## config.mk

```make
export PLATFORM = sky130hd
export DESIGN_NAME = noc_out_arbiter_flat
export DESIGN_NICKNAME = d
export VERILOG_FILES = /design/src/rtl/noc_out_arbiter_if.sv /design/src/rtl/noc_out_arbiter.sv /design/src/flat_wrapper.sv
export SDC_FILE = /design/constraint.sdc
export NUM_CORES = 1
export LEC_CHECK = 0
export CAP_MARGIN = 40
export CORE_MARGIN = 1.5
export CORE_UTILIZATION = 50
export DETAILED_ROUTE_END_ITERATION = 6
export DONT_BUFFER_PORTS = 1
export HOLD_SLACK_MARGIN = 0.03
export PLACE_DENSITY = 0.67
export SYNTH_ARGS = -nofsm -noshare
export SYNTH_HDL_FRONTEND = slang
export SYNTH_SLANG_ARGS = --single-unit
```

## constraint.sdc

```tcl
create_clock -name clock -period 13 [get_ports clock]
set_clock_uncertainty 0.15 [all_clocks]
set_input_delay 1.95 -clock clock [delete_from_list [all_inputs] [get_ports clock]]
set_output_delay 1.95 -clock clock [all_outputs]
set_load 0.005 [all_outputs]
```

## src/rtl/noc_out_arbiter_if.sv

```systemverilog
// Bundle of the per-port source signals and the packetizer-facing outputs of
// the NoC output arbiter.
//   master : arbiter side (drives src_busy and the noc_* outputs)
//   slave  : environment side (drives src_* and packetizer_busy)
// Per-port vectors pack port k at [k*W +: W].
interface noc_out_arbiter_if #(
  parameter int NUM_PORTS    = 2,
  parameter int MSG_BITS     = 4,
  parameter int ADDRESS_BITS = 32,
  parameter int L2_WIDTH     = 128,
  parameter int ID_BITS      = 2
);
  localparam int SRC_W = (NUM_PORTS > 1) ? $clog2(NUM_PORTS) : 1;

  logic [NUM_PORTS*MSG_BITS-1:0]     src_msg;
  logic [NUM_PORTS*ADDRESS_BITS-1:0] src_address;
  logic [NUM_PORTS*L2_WIDTH-1:0]     src_data;
  logic [NUM_PORTS*ID_BITS-1:0]      src_dest_id;
  logic [NUM_PORTS-1:0]              src_busy;
  logic                              packetizer_busy;
  logic [MSG_BITS-1:0]               noc_msg_out;
  logic [ADDRESS_BITS-1:0]           noc_address_out;
  logic [L2_WIDTH-1:0]               noc_data_out;
  logic [ID_BITS-1:0]                noc_dest_id;
  logic [SRC_W-1:0]                  noc_src_port;

  modport master (
    input  src_msg, src_address, src_data, src_dest_id, packetizer_busy,
    output src_busy, noc_msg_out, noc_address_out, noc_data_out, noc_dest_id,
           noc_src_port
  );

  modport slave (
    output src_msg, src_address, src_data, src_dest_id, packetizer_busy,
    input  src_busy, noc_msg_out, noc_address_out, noc_data_out, noc_dest_id,
           noc_src_port
  );
endinterface

```

## src/rtl/noc_out_arbiter.sv

```systemverilog
// NoC output arbiter: NUM_PORTS cache-hierarchy sources share one packetizer.
// Each port owns a single hold slot; full slots are granted round-robin into
// an output register that is presented until the packetizer accepts it.
// Ports:
//   clock      - rising-edge clock
//   reset      - synchronous, active-low
//   bus        - noc_out_arbiter_if.master (src_* in, src_busy out,
//                packetizer_busy in, noc_* out, noc_src_port out)
//   ovf_error  - only with NOC_ARB_OVF_CHECK_EN defined: sticky per-port flag
//                set when a port sends while its slot is still full
module noc_out_arbiter #(
  parameter int NUM_PORTS    = 2,
  parameter int MSG_BITS     = 4,
  parameter int ADDRESS_BITS = 32,
  parameter int L2_WIDTH     = 128,
  parameter int ID_BITS      = 2
) (
  input logic clock,
  input logic reset,
  noc_out_arbiter_if.master bus
`ifdef NOC_ARB_OVF_CHECK_EN
  ,
  output logic [NUM_PORTS-1:0] ovf_error
`endif
);
  localparam int SRC_W = (NUM_PORTS > 1) ? $clog2(NUM_PORTS) : 1;

  typedef enum logic {EMPTY, PRESENT} state_e;

  state_e                   state_q, state_d;
  logic [NUM_PORTS-1:0]     slot_full_q, slot_full_d;
  logic [SRC_W-1:0]         last_grant_q, last_grant_d;

  logic [MSG_BITS-1:0]      slot_msg_q  [NUM_PORTS];
  logic [MSG_BITS-1:0]      slot_msg_d  [NUM_PORTS];
  logic [ADDRESS_BITS-1:0]  slot_addr_q [NUM_PORTS];
  logic [ADDRESS_BITS-1:0]  slot_addr_d [NUM_PORTS];
  logic [L2_WIDTH-1:0]      slot_data_q [NUM_PORTS];
  logic [L2_WIDTH-1:0]      slot_data_d [NUM_PORTS];
  logic [ID_BITS-1:0]       slot_dest_q [NUM_PORTS];
  logic [ID_BITS-1:0]       slot_dest_d [NUM_PORTS];

  logic [MSG_BITS-1:0]      out_msg_q,  out_msg_d;
  logic [ADDRESS_BITS-1:0]  out_addr_q, out_addr_d;
  logic [L2_WIDTH-1:0]      out_data_q, out_data_d;
  logic [ID_BITS-1:0]       out_dest_q, out_dest_d;
  logic [SRC_W-1:0]         out_port_q, out_port_d;

  logic                     xfer;
  logic                     out_free;
  logic                     grant_vld;
  logic [SRC_W-1:0]         grant_idx;

  // Output stage is free when idle or when the packetizer takes the current message
  assign xfer     = (state_q == PRESENT) && !bus.packetizer_busy;
  assign out_free = (state_q == EMPTY) || xfer;

  // Round-robin: first full slot starting just after the last granted port
  always_comb begin
    int               cand;
    logic [SRC_W-1:0] cand_idx;
    cand      = 0;
    cand_idx  = '0;
    grant_vld = 1'b0;
    grant_idx = '0;
    for (int i = 0; i < NUM_PORTS; i++) begin
      cand = int'(last_grant_q) + 1 + i;
      if (cand >= NUM_PORTS) cand = cand - NUM_PORTS;
      cand_idx = SRC_W'(cand);
      if (!grant_vld && slot_full_q[cand_idx]) begin
        grant_vld = 1'b1;
        grant_idx = cand_idx;
      end
    end
  end

  // Output FSM next state
  always_comb begin
    state_d = state_q;
    case (state_q)
      EMPTY:   if (|slot_full_q) state_d = PRESENT;
      PRESENT: if (xfer && !(|slot_full_q)) state_d = EMPTY;
      default: state_d = EMPTY;
    endcase
  end

  // Slot capture and grant transfer. A slot is captured only while empty and
  // granted only while full, so both never touch the same slot in one cycle.
  always_comb begin
    slot_full_d  = slot_full_q;
    slot_msg_d   = slot_msg_q;
    slot_addr_d  = slot_addr_q;
    slot_data_d  = slot_data_q;
    slot_dest_d  = slot_dest_q;
    last_grant_d = last_grant_q;
    out_msg_d    = out_msg_q;
    out_addr_d   = out_addr_q;
    out_data_d   = out_data_q;
    out_dest_d   = out_dest_q;
    out_port_d   = out_port_q;
    for (int k = 0; k < NUM_PORTS; k++) begin
      if ((bus.src_msg[k*MSG_BITS +: MSG_BITS] != '0) && !slot_full_q[k]) begin
        slot_full_d[k] = 1'b1;
        slot_msg_d[k]  = bus.src_msg[k*MSG_BITS +: MSG_BITS];
        slot_addr_d[k] = bus.src_address[k*ADDRESS_BITS +: ADDRESS_BITS];
        slot_data_d[k] = bus.src_data[k*L2_WIDTH +: L2_WIDTH];
        slot_dest_d[k] = bus.src_dest_id[k*ID_BITS +: ID_BITS];
      end
    end
    if (out_free && grant_vld) begin
      out_msg_d              = slot_msg_q[grant_idx];
      out_addr_d             = slot_addr_q[grant_idx];
      out_data_d             = slot_data_q[grant_idx];
      out_dest_d             = slot_dest_q[grant_idx];
      out_port_d             = grant_idx;
      slot_full_d[grant_idx] = 1'b0;
      last_grant_d           = grant_idx;
    end
  end

  // Control registers (reset)
  always_ff @(posedge clock) begin
    if (!reset) begin
      state_q      <= EMPTY;
      slot_full_q  <= '0;
      last_grant_q <= SRC_W'(NUM_PORTS - 1);
    end else begin
      state_q      <= state_d;
      slot_full_q  <= slot_full_d;
      last_grant_q <= last_grant_d;
    end
  end

  // Data registers (no reset; qualified by slot_full_q / state_q)
  always_ff @(posedge clock) begin
    slot_msg_q  <= slot_msg_d;
    slot_addr_q <= slot_addr_d;
    slot_data_q <= slot_data_d;
    slot_dest_q <= slot_dest_d;
    out_msg_q   <= out_msg_d;
    out_addr_q  <= out_addr_d;
    out_data_q  <= out_data_d;
    out_dest_q  <= out_dest_d;
    out_port_q  <= out_port_d;
  end

  // Outputs read as zero whenever nothing is presented
  assign bus.src_busy        = slot_full_q;
  assign bus.noc_msg_out     = (state_q == PRESENT) ? out_msg_q  : '0;
  assign bus.noc_address_out = (state_q == PRESENT) ? out_addr_q : '0;
  assign bus.noc_data_out    = (state_q == PRESENT) ? out_data_q : '0;
  assign bus.noc_dest_id     = (state_q == PRESENT) ? out_dest_q : '0;
  assign bus.noc_src_port    = (state_q == PRESENT) ? out_port_q : '0;

`ifdef NOC_ARB_OVF_CHECK_EN
  logic [NUM_PORTS-1:0] ovf_q, ovf_d;

  always_comb begin
    ovf_d = ovf_q;
    for (int k = 0; k < NUM_PORTS; k++) begin
      if ((bus.src_msg[k*MSG_BITS +: MSG_BITS] != '0) && slot_full_q[k]) ovf_d[k] = 1'b1;
    end
  end

  always_ff @(posedge clock) begin
    if (!reset) ovf_q <= '0;
    else        ovf_q <= ovf_d;
  end

  assign ovf_error = ovf_q;
`endif
endmodule

```

## src/flat_wrapper.sv

```systemverilog
// flat-port wrapper written by rule: the top's interface ports become plain ports
module noc_out_arbiter_flat 
#(
  parameter int NUM_PORTS    = 2,
  parameter int MSG_BITS     = 4,
  parameter int ADDRESS_BITS = 32,
  parameter int L2_WIDTH     = 128,
  parameter int ID_BITS      = 2
)
  (clock, reset, bus_src_msg, bus_src_address, bus_src_data, bus_src_dest_id, bus_packetizer_busy, bus_src_busy, bus_noc_msg_out, bus_noc_address_out, bus_noc_data_out, bus_noc_dest_id, bus_noc_src_port);
  noc_out_arbiter_if #(.NUM_PORTS(NUM_PORTS), .MSG_BITS(MSG_BITS), .ADDRESS_BITS(ADDRESS_BITS), .L2_WIDTH(L2_WIDTH), .ID_BITS(ID_BITS)) bus_i ();
  input logic clock;
  input logic reset;
  input wire logic [$bits(bus_i.src_msg)-1:0] bus_src_msg;
  input wire logic [$bits(bus_i.src_address)-1:0] bus_src_address;
  input wire logic [$bits(bus_i.src_data)-1:0] bus_src_data;
  input wire logic [$bits(bus_i.src_dest_id)-1:0] bus_src_dest_id;
  input wire logic [$bits(bus_i.packetizer_busy)-1:0] bus_packetizer_busy;
  output wire logic [$bits(bus_i.src_busy)-1:0] bus_src_busy;
  output wire logic [$bits(bus_i.noc_msg_out)-1:0] bus_noc_msg_out;
  output wire logic [$bits(bus_i.noc_address_out)-1:0] bus_noc_address_out;
  output wire logic [$bits(bus_i.noc_data_out)-1:0] bus_noc_data_out;
  output wire logic [$bits(bus_i.noc_dest_id)-1:0] bus_noc_dest_id;
  output wire logic [$bits(bus_i.noc_src_port)-1:0] bus_noc_src_port;
  assign bus_i.src_msg = bus_src_msg;
  assign bus_i.src_address = bus_src_address;
  assign bus_i.src_data = bus_src_data;
  assign bus_i.src_dest_id = bus_src_dest_id;
  assign bus_i.packetizer_busy = bus_packetizer_busy;
  assign bus_src_busy = bus_i.src_busy;
  assign bus_noc_msg_out = bus_i.noc_msg_out;
  assign bus_noc_address_out = bus_i.noc_address_out;
  assign bus_noc_data_out = bus_i.noc_data_out;
  assign bus_noc_dest_id = bus_i.noc_dest_id;
  assign bus_noc_src_port = bus_i.noc_src_port;
  noc_out_arbiter #(.NUM_PORTS(NUM_PORTS), .MSG_BITS(MSG_BITS), .ADDRESS_BITS(ADDRESS_BITS), .L2_WIDTH(L2_WIDTH), .ID_BITS(ID_BITS)) u_core (.clock(clock), .reset(reset), .bus(bus_i));
endmodule
```

==> results.md <==
* Count of nets left with antenna violations after detail routing at 0
* Detailed Routing Iterations Pass 1 at 4
* Worst Path Class, Setup: flip-flop to primary output
* Total number of cells along the worst setup path at 2
* Number of unique standard cell types used by synthesis at 18
* Average wire length per cell after detail routing at ~25 um
* Peak per-stage delay on the critical path at about 0.84 ns
* Number of antenna violations at the first check in global routing at 15
* Leading cell type in the layout, fill and taps excluded: edfxtp_1
* Path depth of the worst reg2reg path at 5
* Overall die area at 39000 um^2
* Number of cells upsized or downsized after cts at 0
* Buffer cell driving the clock tree root: clkbuf_16
* Number of buffers created by CTS at 51
* Drt via density at about 5.2
* Arrival @ worst endpoint at roughly 2.4 ns
* Synthesized netlist cell count at roughly 900
* Number of hold buffers added after CTS at 0
* Pin count of the biggest net entering global routing at between 90 and 100
* Combinational fraction of design power at 0.078
* Initial Util at 0.505
* CP required at about 11 ns
* Hpwl dp at 25000 um
* Largest voltage drop on the vdd net at 199 uV
* Net switching power figure at about 0.00082 W
* Final hold vios at 0
* Setup slack of the critical path after layout at about 8.5 ns
* Number of warnings issued by yosys at 0
* Class of the worst hold path: flip-flop to flip-flop
* Post-route setup TNS at 0 ns
* Clock net sink count at between 500 and 600
* Sum of routed wire segments on met1 at 13800 um
* Top layer in use: met5
* Layout cell share with drive strength beyond 1 at 0.278
* Slew at the pin closest to its max-slew limit at about 0.8 ns
* Unrepaired setup endpoints after global routing: no
* Setup Fix Bufs, Post-CTS at 0
* Number of placed instances with taps included at between 1k and 1.5k
* Total of endpoints with negative setup slack in the final report at 0
* Hold Path Depth at 1
* Fmax at 224 MHz
* Place WS at 9.09 ns
* Clock network fraction of design power at 0.386
* Count of buffers inserted at the top-level ports at 0
* Post-layout nets at 1262
* Post-route insts no fill at 1485
* Max Root-Sink Buffers at 3
* Number of max-slew violations in the final report at 0
* Routed wl met3 at 3830 um
* Sequential cell area fraction in the yosys report at 0.796
* Vertical die dimension at approximately 200 um
* Max-slew headroom at the worst pin at 0.465
* Average footprint of a synthesized cell at between 20 and 25 um^2
* Drc violations at 0
* Kind of cell adding the most delay to the critical path: flip-flops
* Power per cell area at ~180 nW/um^2
* Cell chain of the critical path: buf_4, and2_1
* Max capacitance violation total at 0
* Tot Pwr at 0.00386 W
* First-pass GRT wire length at ~50000 um
* Bufs and invs on worst path at 1
* Placement Rows at 71
* Static power due to leakage at 7.59 nW
* Element type at the critical path end: primary output
* Clock slew seen by the registers of the worst setup and hold paths at around 0.060 ns
* Number of global-route vias before repair at between 7k and 8k
* Category of the worst setup path launch point: flip-flop
* Switching fraction of total power at 0.212
* Syn nets at between 1k and 1.5k
* Total number of vias at between 7k and 8k
* Wire length on met2 at approximately 18000 um
* Top fanout value on the critical path at 93
* Routed wire length at 36800 um
* CTS H-tree lvls at 2
* Final weighted congestion of routability-driven global placement at between 0.7 and 0.8
* Mapped Area at roughly 19000 um^2
* Global-route usage over all layers at 0.183
* Status: completed
* Most frequent cells in the layout: edfxtp_1, and2_1, mux2_4, clkbuf_16, mux2_2
* Part of the total power dissipated in sequential elements at 0.537
* Final critical-path required period at roughly 4.5 ns
* Remaining global-route overflow at 0
* Slowest stage cell, crit path: dfxtp_4
* I/O pins at approximately 500
* Crit share post-route at 0.344
* Floorplan Core Area at 37500 um^2
* Number of storage elements in the synthesis netlist at approximately 500
* Initial drt markers at 335
* Cell Int Power at 0.00304 W
* Area growth from synthesis to layout at 12.4%
* Clock network latency to the later pin of the worst-skew pair at 0.58 ns
* Count of fill cells added during filler insertion at ~2.8k
* Clock tree from TritonCTS: yes
* Die X-Extent at 198 um
==> registers in the layout (all words and copies together) (netlist names), 2 cells and up <==
name / cells
u_core.slot_addr_q: 64
u_core.slot_dest_q: 4
u_core.out_data_q: 128
u_core.out_dest_q: 2
u_core.out_addr_q: 32
u_core.slot_msg_q: 8
u_core.slot_data_q: 256
u_core.bus.src_busy: 2
u_core.out_msg_q: 4
==> metrics by stage <==
stage	area, um^2	utilization	hold WS (ns)
5_1_grt	21300	0.568	0.401
4_1_cts	21300	0.567	0.394
3_5_place_dp	19500	0.521	0.382
3_3_place_gp	19300	0.515	0.375
2_1_floorplan	18900	-	0.355
6_report	21300	0.568	0.388
==> worst paths after layout <==
| kind | start | endpoint | slack (ns) |
|---|---|---|---|
| setup / recovery | u_core.state_q | bus_noc_address_out[7] | 8.53 |
| setup reg to reg | u_core.bus.src_busy[1] | u_core.out_addr_q[12] | 9.72 |
| hold reg to reg | u_core.slot_data_q[5] | u_core.out_data_q[5] | 0.39 |
| hold / removal | u_core.slot_data_q[5] | u_core.out_data_q[5] | 0.39 |
==> cell usage after synthesis <==
cell / n / area, um^2
nor4_1: 2 / 12.5
a21boi_0: 3 / 22.5
and2_1: 168 / 1050
edfxtp_1: 499 / 15000
buf_2: 3 / 15.0
nand2b_1: 1 / 6.26
mux2_2: 37 / 417
o21ai_0: 1 / 5.00
dfxtp_1: 4 / 80.1
nand2_1: 2 / 7.51
buf_12: 11 / 220
a21oi_1: 2 / 10.0
mux2_4: 129 / 1940
o21a_1: 2 / 15.0
clkbuf_1: 18 / 67.6
nor2_1: 3 / 11.3
buf_6: 5 / 56.3
and3_1: 1 / 6.26
==> power groups by stage <==
stage	registers, W	clock network [W]	logic [W]
6_report	0.00207	0.00149	0.000300
5_1_grt	0.00209	0.00158	0.000326
4_1_cts	0.00207	0.00152	0.000307
3_5_place_dp	0.00211	0	0.000307
3_3_place_gp	0.00211	0	0.000284
2_1_floorplan	0.00211	0	0.000250
==> worst reg2reg max path, cell delays in order, from the launching register on <==
cell	delay, ns
dfxtp_1	0.53
and2_4	0.48
buf_4	0.40
buf_16	0.30
buf_4	0.71
mux2_2	0.47
==> layout make-up <==
cell class / instances / area, um^2 / share of cell area
multi-input cells: 351 / 3530 / 0.166
diodes: 7 / 17.5 / 0.000823
clock buffers: 59 / 1330 / 0.0624
flip-flops and latches: 503 / 15100 / 0.708
clock inverters: 34 / 389 / 0.0183
repair buffers: 20 / 308 / 0.0145
well taps: 511 / 639 / 0.0300
==> metal layers <==
layer | up-vias | global-route usage
met3 | 72 | 0.0826
met5 | - | 0
met1 | 3804 | 0.213
li1 | 3468 | -
met2 | 376 | 0.297
met4 | 10 | 0.0696
==> cell families (layout without fill, tap and decap cells) <==
group           count (synthesis)  count (layout)  synth area share
flops                         503             503             0.796
other cells                     0               7                 0
simple gates                  177             177            0.0579
mux                           166             166             0.124
buf+inv                        37             113            0.0190
compound gates                  8               8           0.00278
Note: power is estimated with default switching activity, not from simulation.
